--- src/rtl/pew_target.sv ---
// pew_target: responder side of the pew trigger/echo link, emulating an
// ultrasonic range sensor. A trigger pulse that is long enough is answered,
// after a fixed burst delay, with an echo pulse whose width encodes the
// programmed target distance. A dead time follows each echo.
module pew_target #(
  parameter int MIN_TRIG   = 1000,
  parameter int HOLDOFF    = 50000,
  parameter int CYC_PER_CM = 5800,
  parameter int MAX_CM     = 400,
  parameter int TIMEOUT_CM = 650,
  parameter int COOLDOWN   = 6000000
) (
  input  logic        clk,
  input  logic        rst,
  input  logic        trigger,
  input  logic [15:0] distance,
  output logic        echo,
  output logic        busy,
  output logic [3:0]  status
);

  localparam logic [2:0] S_IDLE     = 3'd0;
  localparam logic [2:0] S_TRIG     = 3'd1;
  localparam logic [2:0] S_HOLDOFF  = 3'd2;
  localparam logic [2:0] S_ECHO     = 3'd3;
  localparam logic [2:0] S_COOLDOWN = 3'd4;

  localparam int TRIG_W = (MIN_TRIG > 0) ? $clog2(MIN_TRIG + 1) : 1;
  localparam int HOLD_W = (HOLDOFF > 0) ? $clog2(HOLDOFF + 1) : 1;
  localparam int PRE_W  = (CYC_PER_CM > 1) ? $clog2(CYC_PER_CM) : 1;
  localparam int COOL_W = (COOLDOWN > 1) ? $clog2(COOLDOWN) : 1;
  localparam int CM_MAX = (MAX_CM > TIMEOUT_CM) ? MAX_CM : TIMEOUT_CM;
  localparam int CM_W   = ($clog2(CM_MAX + 1) > 16) ? $clog2(CM_MAX + 1) : 16;

  logic              trig_m;
  logic              trig_s;
  logic              trig_prev;
  logic              trig_rise;
  logic [2:0]        state;
  logic [TRIG_W-1:0] trig_cnt;
  logic [HOLD_W-1:0] hold_cnt;
  logic [PRE_W-1:0]  pre_cnt;
  logic [CM_W-1:0]   cm_cnt;
  logic [COOL_W-1:0] cool_cnt;
  logic [CM_W-1:0]   target_cm;

  // Bring the asynchronous trigger pin into the clk domain and keep one
  // extra sample so a rising edge is only seen when the previous sample was 0.
  always_ff @(posedge clk or posedge rst) begin
    if (rst) begin
      trig_m    <= 1'b0;
      trig_s    <= 1'b0;
      trig_prev <= 1'b0;
    end else begin
      trig_m    <= trigger;
      trig_s    <= trig_m;
      trig_prev <= trig_s;
    end
  end

  assign trig_rise = trig_s & ~trig_prev;

  // Echo length in cm: out-of-range or zero distances report the no-target length.
  always_comb begin
    target_cm = CM_W'(TIMEOUT_CM);
    if ((distance != 16'd0) && (32'(distance) <= 32'(MAX_CM))) begin
      target_cm = CM_W'(distance);
    end
  end

  // Measurement sequencer: qualify trigger, wait out the burst, emit the echo
  // as cm count x prescaler, then hold off further triggers for the dead time.
  always_ff @(posedge clk or posedge rst) begin
    if (rst) begin
      state    <= S_IDLE;
      echo     <= 1'b0;
      trig_cnt <= '0;
      hold_cnt <= '0;
      pre_cnt  <= '0;
      cm_cnt   <= '0;
      cool_cnt <= '0;
    end else begin
      case (state)
        S_IDLE: begin
          if (trig_rise) begin
            state    <= S_TRIG;
            trig_cnt <= TRIG_W'(1);
          end
        end
        S_TRIG: begin
          if (trig_s) begin
            if (trig_cnt < TRIG_W'(MIN_TRIG)) begin
              trig_cnt <= trig_cnt + TRIG_W'(1);
            end
          end else if (trig_cnt >= TRIG_W'(MIN_TRIG)) begin
            state    <= S_HOLDOFF;
            hold_cnt <= '0;
            cm_cnt   <= target_cm;
          end else begin
            state <= S_IDLE;
          end
        end
        S_HOLDOFF: begin
          if (hold_cnt == HOLD_W'(HOLDOFF)) begin
            state   <= S_ECHO;
            echo    <= 1'b1;
            pre_cnt <= '0;
          end else begin
            hold_cnt <= hold_cnt + HOLD_W'(1);
          end
        end
        S_ECHO: begin
          if (pre_cnt == PRE_W'(CYC_PER_CM - 1)) begin
            pre_cnt <= '0;
            if (cm_cnt <= CM_W'(1)) begin
              state    <= S_COOLDOWN;
              echo     <= 1'b0;
              cool_cnt <= '0;
            end else begin
              cm_cnt <= cm_cnt - CM_W'(1);
            end
          end else begin
            pre_cnt <= pre_cnt + PRE_W'(1);
          end
        end
        S_COOLDOWN: begin
          if (cool_cnt == COOL_W'(COOLDOWN - 1)) begin
            state <= S_IDLE;
          end else begin
            cool_cnt <= cool_cnt + COOL_W'(1);
          end
        end
        default: begin
          state <= S_IDLE;
          echo  <= 1'b0;
        end
      endcase
    end
  end

  // One-hot state indication and busy flag decoded from the state register.
  always_comb begin
    status = 4'b0000;
    busy   = 1'b0;
    case (state)
      S_TRIG:     status = 4'b0001;
      S_HOLDOFF:  begin status = 4'b0010; busy = 1'b1; end
      S_ECHO:     begin status = 4'b0100; busy = 1'b1; end
      S_COOLDOWN: begin status = 4'b1000; busy = 1'b1; end
      default:    status = 4'b0000;
    endcase
  end

endmodule

--- config.mk ---
export PLATFORM = sky130hd
export DESIGN_NAME = pew_target
export DESIGN_NICKNAME = d
export VERILOG_FILES = /design/src/rtl/pew_target.sv
export SDC_FILE = /design/constraint.sdc
export NUM_CORES = 1
export LEC_CHECK = 0
export ABC_CLOCK_PERIOD_IN_PS = 8730
export CAP_MARGIN = 15
export CORE_MARGIN = 4
export CORE_UTILIZATION = 36
export CTS_CLUSTER_SIZE = 14
export DETAILED_ROUTE_END_ITERATION = 8
export GPL_ROUTABILITY_DRIVEN = 1
export SLEW_MARGIN = 20
export SYNTH_ARGS = -nofsm -noshare
export SYNTH_HDL_FRONTEND = slang
export SYNTH_SLANG_ARGS = --single-unit
--- constraint.sdc ---
create_clock -name clk -period 8.73 [get_ports clk]
set_clock_uncertainty 0.15 [all_clocks]
set_input_delay 1.3095 -clock clk [delete_from_list [all_inputs] [get_ports clk]]
set_output_delay 1.3095 -clock clk [all_outputs]
set_load 0.02 [all_outputs]
==> summary.txt <==
Status = complete, no violations
Die Wd = 126 um
Cell taking the most area after synthesis = dfrtp_1
Post-route ant nets = 0
P&R area growth vs syn = 14.0%
Flops & latches, synth = 85
Root Buffer = clkbuf_16
Vias in the first global route = 4,302
Final Setup Violations = 0
Num CTS Buffers = 9
Dominant cells by area after synthesis = dfrtp_1 (43%), o21ai_0 (4.9%), nand2_1 (4.4%), nand3_1 (3.1%), nand4_1 (2.8%)
HP Class = reg -> reg
Multiplexer share of the synthesized area = 2.43%
VDD IR max = 0.133 mV
CTS Sinks = 85
Main combinational cell family by area after synthesis = simple AND/OR/NAND/NOR gates
Netlist cell types = 65
GRT overflow = 0
Leading cell type by number of instances after synthesis = dfrtp_1
Fin. Hold Viols = 0
Core Area = 13,400 um^2
Ys async rst share = 100%
CTS tree = built
Max Cap Violations = 0
Die area = 15,800 um^2
Sequential area share after synthesis = 42.5%
Origin of the worst min-delay path = trig_m
Port bufs = 24
Diode count = 0
I/O Pins = 25
Post-synth EDFFs = 0
Htree depth = 3
Wire per inst = 15.7 um
Slew HR = 27.6%
Vias = 4,496
Synth cell count leaders = dfrtp_1 (85), nand2_1 (58), o21ai_0 (49), nand3_1 (31), nor2_1 (31)
Leak = 2.35 nW
Reg2reg start = state[2]
# Post-CTS Setup Buffers = 0
Post-Synth Adder-Cell Area = 2.00%
Drt first-iter violations = 352
Chip height = 126 um
Largest net degree at the start of global routing = 86
Share of cells above drive strength 1 = 6.13%
Simple-Gate Fraction of Synth Area = 29.4%
FMAX = 0.258 GHz
Share of the synthesized area in the top cell type = 42.5%
Worst setup SP type = register
Num rows = 42
Post-CTS Resized = 0
DRC Markers = 0
CP max FO = 22
Drt pass-1 iters = 5
Final Critical Period = 3.87 ns
Cell Area, Synth = 5000 um^2
WL final = 12.0 mm
Crit. End Element = output pin
Clock Tree Buf Depth = 2
Skew-Pair Late Insertion Delay = 0.34 ns
Hold_buf cts = 0
Synthesized instance count = 565
Period utilisation layout = 44.3%
Gr usage total = 15.3%
Initial antenna violation count = 0
Detailed placement HPWL = 8.18 mm
Vias per cell = 5.89
Synth Area in XOR/XNOR = 1.75%
Slew at the pin closest to its max-slew limit = 1.09 ns
WS Path Type = reg -> out
Clock Pin Slew Worst Setup and Hold Paths = 0.06 ns
Synth Area in Compound Gates = 18.4%
Initial Util = 37.3%
RSZ-0062 raised after global routing = false
First-pass GRT wire length = 20.4 mm
PwrDens = 142 nW/um^2
Slew Limit Fails = 0
Top_reg_cell synth = dfrtp_1
Final setup TNS = 0 ns
Avg Synthesized Cell Area = 8.85 um^2
Crit path DAT = 2.41 ns
Syn nets = 592
Hold Slack = 0.206 ns
Routability cong. = 0.839
Final net count = 611
Yosys Warn Count = 0
Crit. Startpoint = state[2]
Data required, critical path = 7.27 ns
-- cell usage in the layout, fill, tap and decap left out, types with 9 or more instances in the layout --
| master | Yosys | layout |
|---|---|---|
| o21ai_0 | 49 | 49 |
| mux2i_1 | 11 | 11 |
| nand3_1 | 31 | 31 |
| inv_1 | 22 | 21 |
| nor4_1 | 15 | 14 |
| nand2_1 | 58 | 58 |
| or4_1 | 15 | 15 |
| clkbuf_16 | 0 | 9 |
| a21oi_1 | 22 | 22 |
| clkdlybuf4s50_1 | 0 | 24 |
| dfrtp_1 | 85 | 85 |
| nand4_1 | 22 | 22 |
| nor2_1 | 31 | 31 |
| nor3_1 | 23 | 22 |
| and3_1 | 11 | 11 |
| or3_1 | 13 | 13 |
| o211ai_1 | 15 | 15 |
-- final cells by class --
type	count	area, um^2
clock inverters	2	35.0
clock buffers	12	246
flip-flops and latches	85	2130
fillers	1298	7700
multi-input cells	437	2710
repair buffers	28	274
inverters	23	87.6
well taps	176	220
-- metrics by stage --
stage          area (um^2)  worst slack, ns  util, %  power, W  instances
5_1_grt               5700             4.69     42.6  0.000849        763
4_1_cts               5690             4.83     42.4  0.000828        763
3_3_place_gp          5410             5.05     40.3  0.000446        749
3_5_place_dp          5410             5.03     40.3  0.000447        749
6_report              5700             4.86     42.6  0.000812        763
2_1_floorplan         5000             5.08        -  0.000431        565
-- sequential cells by signal, summed over array words and instances, names as in the netlist --
name	flops
hold_cnt	16
trig_m	1
cm_cnt	16
cool_cnt	23
echo	1
pre_cnt	13
state	3
trig_prev	1
trig_s	1
trig_cnt	10
-- path summary, 6_finish.rpt --
check	endpoint	slack, ns	depth (start not counted)
setup reg to reg	cool_cnt[1]	5.61	6
max in group asynchronous	cm_cnt[2]	6.56	3
hold reg to reg	trig_s	0.21	0
min in group asynchronous	trig_m	1.35	3
hold / removal	trig_s	0.21	0
setup / recovery	status[2]	4.86	4
-- critical path, cell delays in order, from the launching register on --
cell             delay [ns]
dfrtp_1                0.47
nand3b_1               0.20
buf_4                  0.22
inv_1                  0.45
clkdlybuf4s50_1        0.72
-- power breakdown --
part | internal, W | total (W) | switching (W)
Combinational | 0.0000148 | 0.0000342 | 0.0000193
Sequential | 0.000400 | 0.000406 | 0.00000577
Clock | 0.000226 | 0.000372 | 0.000146
-- layer usage --
| metal | GRT usage [%] | share of wire (%) |
|---|---|---|
| met1 | 20.1 | 46 |
| met2 | 25.2 | 48 |
| met3 | 3.90 | 4.8 |
| met4 | 4.48 | 1.5 |
| met5 | 0 | 0 |
-- cell families after synthesis --
kind of cell,after synthesis
XOR/XNOR,10
AO/OA/AOI/OAI,142
flip-flops,85
AND/OR/NAND/NOR,265
multiplexers,12
buffers and inverters,43
adder cells (fa/ha/maj),8
(Power assumes the default switching activity.)
